## config.mk

```make
export PLATFORM = sky130hd
export DESIGN_NAME = fetch_unit_flat
export DESIGN_NICKNAME = d
export VERILOG_FILES = /design/src/rtl/fetch_unit_if.sv /design/src/rtl/fetch_unit.sv /design/src/flat_wrapper.sv
export SDC_FILE = /design/constraint.sdc
export NUM_CORES = 1
export LEC_CHECK = 0
export BUFFER_PORTS_ARGS = -buffer_cell sky130_fd_sc_hd__buf_2
export CORE_MARGIN = 3
export CORE_UTILIZATION = 25
export CTS_BUF_LIST = sky130_fd_sc_hd__clkbuf_2 sky130_fd_sc_hd__clkbuf_4 sky130_fd_sc_hd__clkbuf_8
export DETAILED_ROUTE_END_ITERATION = 8
export SLEW_MARGIN = 15
export SYNTH_ARGS = -nofsm -noshare
export SYNTH_HDL_FRONTEND = slang
export SYNTH_SLANG_ARGS = --single-unit
```

## constraint.sdc

```tcl
create_clock -name clk -period 4.43 [get_ports clk]
set_input_delay 0.886 -clock clk [delete_from_list [all_inputs] [get_ports clk]]
set_output_delay 0.886 -clock clk [all_outputs]
set_load 0.005 [all_outputs]
```

## src/rtl/fetch_unit_if.sv

```systemverilog
// Fetch-stage bus bundle: the instruction-memory side, the execute redirect,
// and the valid/ready slot toward decode.
interface fetch_unit_if;
    logic [31:0] addr;
    logic [31:0] instr_in;
    logic        last_flag_in;
    logic        redirect_valid;
    logic [31:0] redirect_target;
    logic [31:0] instr_out;
    logic [31:0] pc_out;
    logic        valid_out;
    logic        ready_in;

    modport master (
        output addr, instr_out, pc_out, valid_out,
        input  instr_in, last_flag_in, redirect_valid, redirect_target, ready_in
    );

    modport slave (
        input  addr, instr_out, pc_out, valid_out,
        output instr_in, last_flag_in, redirect_valid, redirect_target, ready_in
    );
endinterface

```

## src/rtl/fetch_unit.sv

```systemverilog
// RV32I fetch stage: owns the PC, registers one word toward decode per cycle,
// and handles redirects, back-pressure, end-of-program halt and fetch faults.
module fetch_unit #(
    parameter logic [31:0] RESET_PC   = 32'h0000_0000,
    parameter int          MEM_BYTES  = 128,
    parameter logic [31:0] END_MARKER = 32'hFFFF_FFFF
) (
    input  logic         clk,
    input  logic         rst,
    fetch_unit_if.master bus,
    output logic         halted,
    output logic         fault,
    output logic [31:0]  fault_addr,
    output logic [31:0]  fetch_count
);
    localparam logic [31:0] LAST_PC = 32'(MEM_BYTES - 4);

    typedef enum logic [1:0] {RUN, HALT, FAULT} state_t;

    state_t      state_reg, state_next;
    logic [31:0] pc_reg, pc_next;
    logic [31:0] instr_reg, instr_next;
    logic [31:0] pc_out_reg, pc_out_next;
    logic        valid_reg, valid_next;
    logic        halted_reg, halted_next;
    logic        fault_reg, fault_next;
    logic [31:0] fault_addr_reg, fault_addr_next;
    logic [31:0] count_reg, count_next;

    logic free;
    logic accept;
    logic bad_target;

    assign accept     = valid_reg && bus.ready_in;
    assign free       = !valid_reg || bus.ready_in;
    assign bad_target = (bus.redirect_target[1:0] != 2'b00) || (bus.redirect_target > LAST_PC);

    always_ff @(posedge clk) begin
        if (rst) begin
            state_reg      <= RUN;
            pc_reg         <= RESET_PC;
            instr_reg      <= '0;
            pc_out_reg     <= '0;
            valid_reg      <= 1'b0;
            halted_reg     <= 1'b0;
            fault_reg      <= 1'b0;
            fault_addr_reg <= '0;
            count_reg      <= '0;
        end else begin
            state_reg      <= state_next;
            pc_reg         <= pc_next;
            instr_reg      <= instr_next;
            pc_out_reg     <= pc_out_next;
            valid_reg      <= valid_next;
            halted_reg     <= halted_next;
            fault_reg      <= fault_next;
            fault_addr_reg <= fault_addr_next;
            count_reg      <= count_next;
        end
    end

    always_comb begin
        state_next      = state_reg;
        pc_next         = pc_reg;
        instr_next      = instr_reg;
        pc_out_next     = pc_out_reg;
        valid_next      = valid_reg;
        halted_next     = halted_reg;
        fault_next      = fault_reg;
        fault_addr_next = fault_addr_reg;
        count_next      = count_reg + {31'd0, accept};

        case (state_reg)
            RUN: begin
                if (bus.redirect_valid) begin
                    // Redirect flushes the slot even when decode is stalling it.
                    valid_next = 1'b0;
                    if (bad_target) begin
                        fault_next      = 1'b1;
                        fault_addr_next = bus.redirect_target;
                        state_next      = FAULT;
                    end else begin
                        pc_next = bus.redirect_target;
                    end
                end else if (pc_reg > LAST_PC) begin
                    fault_next      = 1'b1;
                    fault_addr_next = pc_reg;
                    valid_next      = valid_reg && !bus.ready_in;
                    state_next      = FAULT;
                end else if (bus.instr_in == END_MARKER || bus.last_flag_in) begin
                    halted_next = 1'b1;
                    valid_next  = valid_reg && !bus.ready_in;
                    state_next  = HALT;
                end else if (free) begin
                    instr_next  = bus.instr_in;
                    pc_out_next = pc_reg;
                    valid_next  = 1'b1;
                    pc_next     = pc_reg + 32'd4;
                end
            end
            HALT, FAULT: begin
                // Terminal states only drain the held word.
                valid_next = valid_reg && !bus.ready_in;
            end
            default: state_next = RUN;
        endcase
    end

    assign bus.addr      = pc_reg;
    assign bus.instr_out = instr_reg;
    assign bus.pc_out    = pc_out_reg;
    assign bus.valid_out = valid_reg;
    assign halted        = halted_reg;
    assign fault         = fault_reg;
    assign fault_addr    = fault_addr_reg;
    assign fetch_count   = count_reg;
endmodule

```

## src/flat_wrapper.sv

```systemverilog
// flat-port wrapper written by rule: the top's interface ports become plain ports
module fetch_unit_flat 
#(
    parameter logic [31:0] RESET_PC   = 32'h0000_0000,
    parameter int          MEM_BYTES  = 128,
    parameter logic [31:0] END_MARKER = 32'hFFFF_FFFF
)
  (clk, rst, halted, fault, fault_addr, fetch_count, bus_addr, bus_instr_out, bus_pc_out, bus_valid_out, bus_instr_in, bus_last_flag_in, bus_redirect_valid, bus_redirect_target, bus_ready_in);
  fetch_unit_if bus_i ();
  input  logic clk;
  input  logic rst;
  output logic halted;
  output logic fault;
  output logic [31:0] fault_addr;
  output logic [31:0] fetch_count;
  output wire logic [$bits(bus_i.addr)-1:0] bus_addr;
  output wire logic [$bits(bus_i.instr_out)-1:0] bus_instr_out;
  output wire logic [$bits(bus_i.pc_out)-1:0] bus_pc_out;
  output wire logic [$bits(bus_i.valid_out)-1:0] bus_valid_out;
  input wire logic [$bits(bus_i.instr_in)-1:0] bus_instr_in;
  input wire logic [$bits(bus_i.last_flag_in)-1:0] bus_last_flag_in;
  input wire logic [$bits(bus_i.redirect_valid)-1:0] bus_redirect_valid;
  input wire logic [$bits(bus_i.redirect_target)-1:0] bus_redirect_target;
  input wire logic [$bits(bus_i.ready_in)-1:0] bus_ready_in;
  assign bus_addr = bus_i.addr;
  assign bus_instr_out = bus_i.instr_out;
  assign bus_pc_out = bus_i.pc_out;
  assign bus_valid_out = bus_i.valid_out;
  assign bus_i.instr_in = bus_instr_in;
  assign bus_i.last_flag_in = bus_last_flag_in;
  assign bus_i.redirect_valid = bus_redirect_valid;
  assign bus_i.redirect_target = bus_redirect_target;
  assign bus_i.ready_in = bus_ready_in;
  fetch_unit #(.RESET_PC(RESET_PC), .MEM_BYTES(MEM_BYTES), .END_MARKER(END_MARKER)) u_core (.clk(clk), .rst(rst), .bus(bus_i), .halted(halted), .fault(fault), .fault_addr(fault_addr), .fetch_count(fetch_count));
endmodule
```

# After elaboration in Yosys (flattened, before gate mapping)
# Index checks and enable logic that the tools add are counted.
# Widths: inputs -> output; s select.
dict set report op_classes {
  addsub 2
  n_lt_le_gt_ge 2
  n_eq_ne 10
  mux 21
  bitwise 4
  reduce_logical 19
}
# operator count
set op_table {}
lappend op_table {{$mux 32} 8}
lappend op_table {{$gt 32x7->1 const B} 2}
lappend op_table {{$add 32x1->32} 1}
lappend op_table {{$add 32x3->32 const B} 1}
lappend op_table {{$eq 32x32->1 const B} 1}
lappend op_table {{$reduce_and 5->1} 2}
lappend op_table {{$mux 2} 4}
lappend op_table {{$reduce_bool 2->1} 4}
lappend op_table {{$mux 1} 7}
lappend op_table {{$ne 2x2->1 const B} 3}
lappend op_table {{$reduce_and 3->1} 2}
lappend op_table {{$ne 5x2->1 const B} 1}
lappend op_table {{$ne 4x2->1 const B} 1}
lappend op_table {{$not 1->1} 4}
lappend op_table {{$pmux 2 s2} 1}
lappend op_table {{$reduce_and 4->1} 1}
lappend op_table {{$logic_or 1x1->1} 3}
lappend op_table {{$ne 3x2->1 const B} 1}
lappend op_table {{$eq 2x1->1 const B} 1}
lappend op_table {{$eq 2x2->1 const B} 1}
lappend op_table {{$logic_and 1x1->1} 2}
lappend op_table {{$logic_not 1->1} 2}
lappend op_table {{$logic_not 2->1} 1}
lappend op_table {{$ne 2x1->1 const B} 1}
lappend op_table {{3 further kinds} 3}
dict set report word_totals {
  register_bits 165
  out_inout_bits 163
}

# Depth between registers and ports, before layout
# Gate-level depths: netlist of run 1.
dict set report depth {
  word_depth 7
  ltp_mapped 8
  ltp_nobuf 7
}

# Worst setup path before layout of run 1
# No wires, ideal clock.
dict set report synth_timing {
  path_kind {input-to-reg}
  from {input bus_redirect_valid}
  to {register u_core.pc_out_reg[10] (netlist: u_core.bus.pc_out[10])}
  setup_time_ps 115
  arrival_time_ps 2321
  t_required_ps 4315
  path_slack_ps 1995
  path_stages 7
  n_path_buf 2
  path_cell_list {clkbuf_1 > nor4_1 > nand3_1 > nor4_4 > a21oi_1 > clkbuf_1 > and2_1}
}
dict set report synth_between {
  elab_chain_cells 2
}
# element line_no
set synth_lines {}
lappend synth_lines {{start: declaration} flat_wrapper.sv:22} ;# input wire logic [$bits(bus_i.redirect_valid)-1:0] bus_redirect_valid;
lappend synth_lines {{$not 1->1 (no line)} -}
lappend synth_lines {{$reduce_and 5->1 (no line)} -}
lappend synth_lines {{end signal: assignment} fetch_unit.sv:53} ;# pc_out_reg <= pc_out_next;
lappend synth_lines {{end: declaration} fetch_unit.sv:23} ;# logic [31:0] pc_out_reg, pc_out_next;
# Every way passes these cells.
# A chain may end at the register's enable or synchronous reset.

# Final worst setup path of run 1
dict set report layout_timing {
  from {register u_core.pc_reg[2] (netlist: u_core.bus.addr[2])}
  to {register u_core.fault_addr_reg[13] (netlist: u_core.fault_addr[13])}
}
dict set report layout_between {
  elab_chain_cells 3
}
# element line_no
set layout_lines {}
lappend layout_lines {{start: declaration} fetch_unit.sv:21} ;# logic [31:0] pc_reg, pc_next;
lappend layout_lines {{start signal: assignment} fetch_unit.sv:51} ;# pc_reg <= pc_next;
lappend layout_lines {{$gt 32x7->1} fetch_unit.sv:85} ;# end else if (pc_reg > LAST_PC) begin
lappend layout_lines {{$reduce_bool 2->1 (no line)} -}
lappend layout_lines {{$reduce_and 3->1 (no line)} -}
lappend layout_lines {{end signal: assignment} fetch_unit.sv:57} ;# fault_addr_reg <= fault_addr_next;
lappend layout_lines {{end: declaration} fetch_unit.sv:27} ;# logic [31:0] fault_addr_reg, fault_addr_next;
# Every way passes these cells.

==> metrics.yaml, run 1 <==
status: "completed"
synth_warnings: 0
worst_clock_skew_ns: 0.01294
async_flop_share_pct: 0
ys.flop_type: "dfxtp_1"
cts_hold_buf: 0
numPortBuffers: 231
overflow: 0
syn_area_per_cell_um2: 9.201
setup_tns_ns: 0
track_usage_pct: 14.65
drive_gt1_share_pct: 30.57
end_kind: "flip-flop"
crit_required_ns: 4.72
leakage_uw: 0.003692
ys_ff_latch: 165
setup_viol: 0
num_rows: 58
finalCritPeriodShare_pct: 60.57
nNetsFinal: 1003
cts_buffers: 17
final_cells: 1273
setup_ws_ns: 1.747
syn_inst: 718
wire_per_inst_um: 16.67
postRouteAntennaNets: 0
multiInputGateArea_mm2: 0.003067
critical_path.startpoint_type: "flip-flop"
cts_buffer_depth: 2
hold_viol: 0
vias: 6069
synth_nets: 792
area.sequential_mm2: 0.003303
nFillCells: 2717
viasPerCell: 4.767
synth.area.top_cells: "dfxtp_1, a21oi_1, mux2i_1, and2_1, nand3_1"
fmax_mhz: 372.7
critPathMaxFanout: 19
dr.pass1.iters: 5
areaGrowthSynthToFinish_pct: 28.71
core_mm2: 0.02554
crit_chain: "ha_1 -> o21ai_0 -> or2_1 -> a31oi_2 -> and2_1 -> buf_4 -> a211oi_1"
drcViolationCount: 0
dp_hpwl_um: 15100
cts_setup_buffers: 0
grt_pass1_wl_um: 33320
grt_max_degree: 80
holdWs_ns: 0.4652
p_int_uw: 2486
yosysMostFrequentCell: "dfxtp_1"
synth.distinct_cells: 46
p_clk_share_pct: 31.6
start_util_pct: 25.86
period_minus_slack_ns: 2.683
hp-class: "flip-flop to flip-flop"
slew_violations: 0
synth_top_cell_area_share_pct: 50.00
ir_worst_vdd_uv: 228.3
path_clk_slew_ns: 0.09
die_x_um: 168.6
yosys-top-cells-count: "dfxtp_1, a21oi_1, nand3_1"
drtIter0Drc: 359
yosys.area.top_type: "dfxtp_1"
num_io_pins: 232
crit_type: "flip-flop to flip-flop"
p_comb_share_pct: 22.5
reg2reg_slack_ns: 1.75
die_h_um: 168.6
seq_area_frac_synth_pct: 50.00
clk_latency_ns: 0.44
clock-sinks: 165
seqPwrFrac_pct: 45.9
p_sw_share_pct: 32.87
grt_pass1_vias: 5896
antenna_found_initial: 2
power_density_mw_per_mm2: 435.4
final_core_util_pct: 33.29
rsz0062_at_grt: "false"
max-cap-violations: 0
critPathSlowestCell: "and2_1"
net-switching-power_uw: 1217
routed_wl_um: 21230
cts_resized: 0
die_area_mm2: 0.02841
pre_cts_ws_ns: 1.320
syn_area_mm2: 0.006606
h-tree-depth: 4
slew_headroom_pct: 39.83
worst_pin_slew_ns: 0.9025
root_buffer: "clkbuf_8"
critical_path.max_stage_delay_ns: 0.57
synth-edff-count: 0
cts_tree: "yes"
placed_cells: 1240
gp_congestion: 0.8102
arrival_ns: 2.97
==> power by group through the flow <==
stage / clock, uW / sequential (uW) / combinational (uW)
6_report: 1170 / 1700 / 834
5_1_grt: 1290 / 1720 / 921
4_1_cts: 1220 / 1700 / 843
3_5_place_dp: 0 / 1730 / 841
3_3_place_gp: 0 / 1730 / 834
2_1_floorplan: 0 / 1740 / 489
==> through the flow <==
step / power (uW) / area, um^2
after floorplan: 2230 / 6606
after CTS: 3764 / 8501
after global routing: 3927 / 8503
final: 3702 / 8503
after global placement: 2563 / 8084
after detailed placement: 2574 / 8084
==> layout by cell type, fill, tap and decap left out, drive strengths merged, types with 2 or more instances in the layout <==
cell and n:
a211oi 30, a21oi 82, a311oi 5, and2 51, and3 4, and4 6, buf 245, bufinv 2
clkbuf 18, clkinv 4, clkinvlp 2, dfxtp 165, ha 5, inv 16, mux2 2, mux2i 33
nand2 25, nand2b 7, nand3 56, nand4 18, nor2 31, nor2b 3, nor3 9, nor3b 2
nor4 20, o21a 2, o21ai 51, o311a 2, o31ai 2, or2 3, or3 6, xnor2 16
xor2 11
==> path summary, 6_finish.rpt <==
| check | from | endpoint | depth (start not counted) |
|---|---|---|---|
| max | u_core.bus.addr[2]$_SDFFE_PP0P_ | u_core.fault_addr[13]$_SDFFE_PP0P_ | 7 |
| min | u_core.bus.pc_out[22]$_SDFFE_PP0P_ | u_core.bus.pc_out[22]$_SDFFE_PP0P_ | 1 |
| max reg2reg | u_core.bus.addr[2]$_SDFFE_PP0P_ | u_core.fault_addr[13]$_SDFFE_PP0P_ | 7 |
| min reg2reg | u_core.bus.pc_out[22]$_SDFFE_PP0P_ | u_core.bus.pc_out[22]$_SDFFE_PP0P_ | 1 |
==> critical path, delay by kind of cell (launching register included) <==
family | cells | cell delay, ns
AO/OA/AOI/OAI | 3 | 0.45
adder cells (fa/ha/maj) | 1 | 0.31
AND/OR/NAND/NOR | 2 | 0.84
buffers and inverters | 1 | 0.38
flip-flops | 1 | 0.56
==> layer usage <==
| metal | global-route usage, % | wire length (um) | vias to the layer above |
|---|---|---|---|
| li1 | - | - | 2991 |
| met1 | 18.70 | 9506 | 2877 |
| met2 | 23.80 | 9932 | 173 |
| met3 | 4.390 | 1281 | 26 |
| met4 | 4.731 | 493 | 2 |
| met5 | 0 | 13 | - |
==> cells by family after synthesis <==
logic type | count (synthesis) | share of synthesized area (%)
fa+ha+maj | 5 | 0.9470
simple gates | 244 | 20.63
flops | 165 | 50.00
xor+xnor | 27 | 3.579
compound gates | 179 | 15.74
mux | 35 | 5.341
buf+inv | 63 | 3.769
==> layout make-up <==
class,count,area share (%)
flip-flops and latches,165,38.85
multi-input cells,490,36.07
repair buffers,245,14.86
well taps,330,4.856
clock buffers,18,2.913
clock inverters,14,1.986
inverters,10,0.4414
diodes,1,0.02943
Power figures use the tool's default switching activity.
==> run 2, diff against run 1 <==
- clock period: 4.43 -> 2.5 ns (I/O delays scaled with it)
==> run 2 against run 1 <==
  * Worst hold slack got worse by 0.15 ns
  * Clock-buffer cell count increased by 2
  * Global-route usage decreased by 0.22 points
  * Sequential power increased by 76%
  * Total power increased by 72%
  * Final cell count increased by 1.2%
  * Utilization increased by 0.39 points
  * Clock power increased by 56%
  * Largest cell class unchanged
  * Maximum frequency increased by 23%
==> metrics.yaml, run 2 (same netlist as run 1, synthesis figures left out) <==
leakage_uw: 0.003742
p_comb_share_pct: 24.2
numPortBuffers: 231
start_util_pct: 25.86
postRouteAntennaNets: 0
p_int_uw: 4259
hp-class: "input pin to flip-flop"
cts_hold_buf: 0
grt_pass1_wl_um: 33090
worst_clock_skew_ns: 0.01154
holdWs_ns: 0.3193
finalCritPeriodShare_pct: 87.08
p_sw_share_pct: 33.17
area.sequential_mm2: 0.003303
core_mm2: 0.02554
multiInputGateArea_mm2: 0.003074
critPathSlowestCell: "buf_4"
viasPerCell: 4.766
rsz0062_at_grt: "false"
gp_congestion: 0.8024
final_cell_mix: "buf_2, dfxtp_1, a21oi_1, nand3_1"
clock-sinks: 165
vias: 6138
die_area_mm2: 0.02841
end_kind: "flip-flop"
final_core_util_pct: 33.67
overflow: 0
p_clk_share_pct: 28.7
arrival_ns: 2.52
critPathMaxFanout: 31
num_antenna_cells: 0
antenna_found_initial: 1
nFillCells: 2689
critical_path.startpoint_type: "flip-flop"
period_minus_slack_ns: 2.177
drtIter0Drc: 333
cts_buffers: 17
grt_max_degree: 42
fmax_mhz: 459.3
crit_type: "flip-flop to flip-flop"
die_x_um: 168.6
clk_latency_ns: 0.44
crit_family: "compound AO/OA/AOI/OAI gates"
net-switching-power_uw: 2114
dr.pass1.iters: 4
crit_buf_inv: 1
final_cells: 1288
drive_gt1_share_pct: 31.73
critical_path.max_stage_delay_ns: 0.41
seqPwrFrac_pct: 47.1
crit_chain: "ha_1 -> o21ai_0 -> or2_1 -> a31oi_2 -> buf_4 -> a21oi_1 -> a211oi_1"
layout_commonest_cell: "buf_2"
worst_pin_slew_ns: 0.7345
root_buffer: "clkbuf_8"
hold_viol: 0
placed_cells: 1256
crit_required_ns: 2.84
die_h_um: 168.6
h-tree-depth: 4
grt_pass1_vias: 5930
slew_violations: 0
drcViolationCount: 0
setup_viol: 0
cts_buffer_depth: 2
path_clk_slew_ns: 0.09
track_usage_pct: 14.43
cts_tree: "yes"
nNetsFinal: 1019
power_density_mw_per_mm2: 740.9
areaGrowthSynthToFinish_pct: 30.21
num_rows: 58
ir_worst_vdd_uv: 324.5
status: "completed"
wire_per_inst_um: 16.43
dp_hpwl_um: 15320
num_io_pins: 232
slew_headroom_pct: 50.88
routed_wl_um: 21160
max-cap-violations: 0
[run 2: changes by cell type in the layout (fill, tap and decap cells not counted), moves of 2 or more]
cell and change:
buf_4 +14, inv_8 -3, bufinv_16 -2, buf_12 +2
clkinvlp_4 +4, clkinv_4 -2
[run 2: through the flow]
stage	setup slack [ns]	TNS [ns]	total power (uW)	area, um^2
6_report	0.3230	0	6373	8602
5_1_grt	0.09103	0	6761	8602
4_1_cts	0.2204	0	6471	8594
3_5_place_dp	-0.1376	-3.037	4608	8229
3_3_place_gp	-0.1282	-2.917	4585	8229
2_1_floorplan	0.4505	0	3951	6606
[run 2: path summary, 6_finish.rpt]
kind                                                               to                               start  slack [ns]  cells past startpoint
worst max-delay path               u_core.fault_addr[16]$_SDFFE_PP0P_     u_core.bus.addr[2]$_SDFFE_PP0P_        0.32                      7
worst min-delay path            u_core.bus.instr_out[18]$_SDFFE_PP0P_                    bus_instr_in[18]        0.32                      3
worst max register to register     u_core.fault_addr[16]$_SDFFE_PP0P_     u_core.bus.addr[2]$_SDFFE_PP0P_        0.32                      7
worst min register to register     u_core.bus.pc_out[10]$_SDFFE_PP0P_  u_core.bus.pc_out[10]$_SDFFE_PP0P_        0.46                      1
[run 2: tightest hold or removal path, delay by kind of cell]
kind	cells	cell delay, ns
AND/OR/NAND/NOR	1	0.06
buffers and inverters	1	0.10
AO/OA/AOI/OAI	1	0.06
[run 2: repair_timing]
action                                  in CTS  in global routing
hold endpoints to repair                     0                  0
endpoints found under the setup margin       0                  2
gates resized for setup                      0                  1
setup buffers                                0                  0
[run 2: cell type report]
class	count	area share, %
repair buffers	261	16.38
flip-flops and latches	165	38.40
well taps	330	4.800
clock buffers	20	3.127
inverters	10	0.4364
clock inverters	12	1.120
multi-input cells	490	35.74
[run 2: routing by layer]
metal  wire length (um)  vias up  part of all wire, %  global-route usage, %
met3               1357       22                  6.4                  4.671
met5                 13        -                0.061                      0
met1               9384     2918                   44                  18.09
met4                370        2                  1.7                  4.376
li1                   -     3033                    -                      -
met2              10040      163                   47                  23.73
[run 2: power groups by stage]
| stage | combinational (uW) | clock (uW) | sequential (uW) |
|---|---|---|---|
| final | 1540 | 1830 | 3000 |
| after global routing | 1700 | 2010 | 3040 |
| after CTS | 1550 | 1920 | 3010 |
| after detailed placement | 1540 | 0 | 3060 |
| after global placement | 1530 | 0 | 3060 |
| after floorplan | 867 | 0 | 3080 |
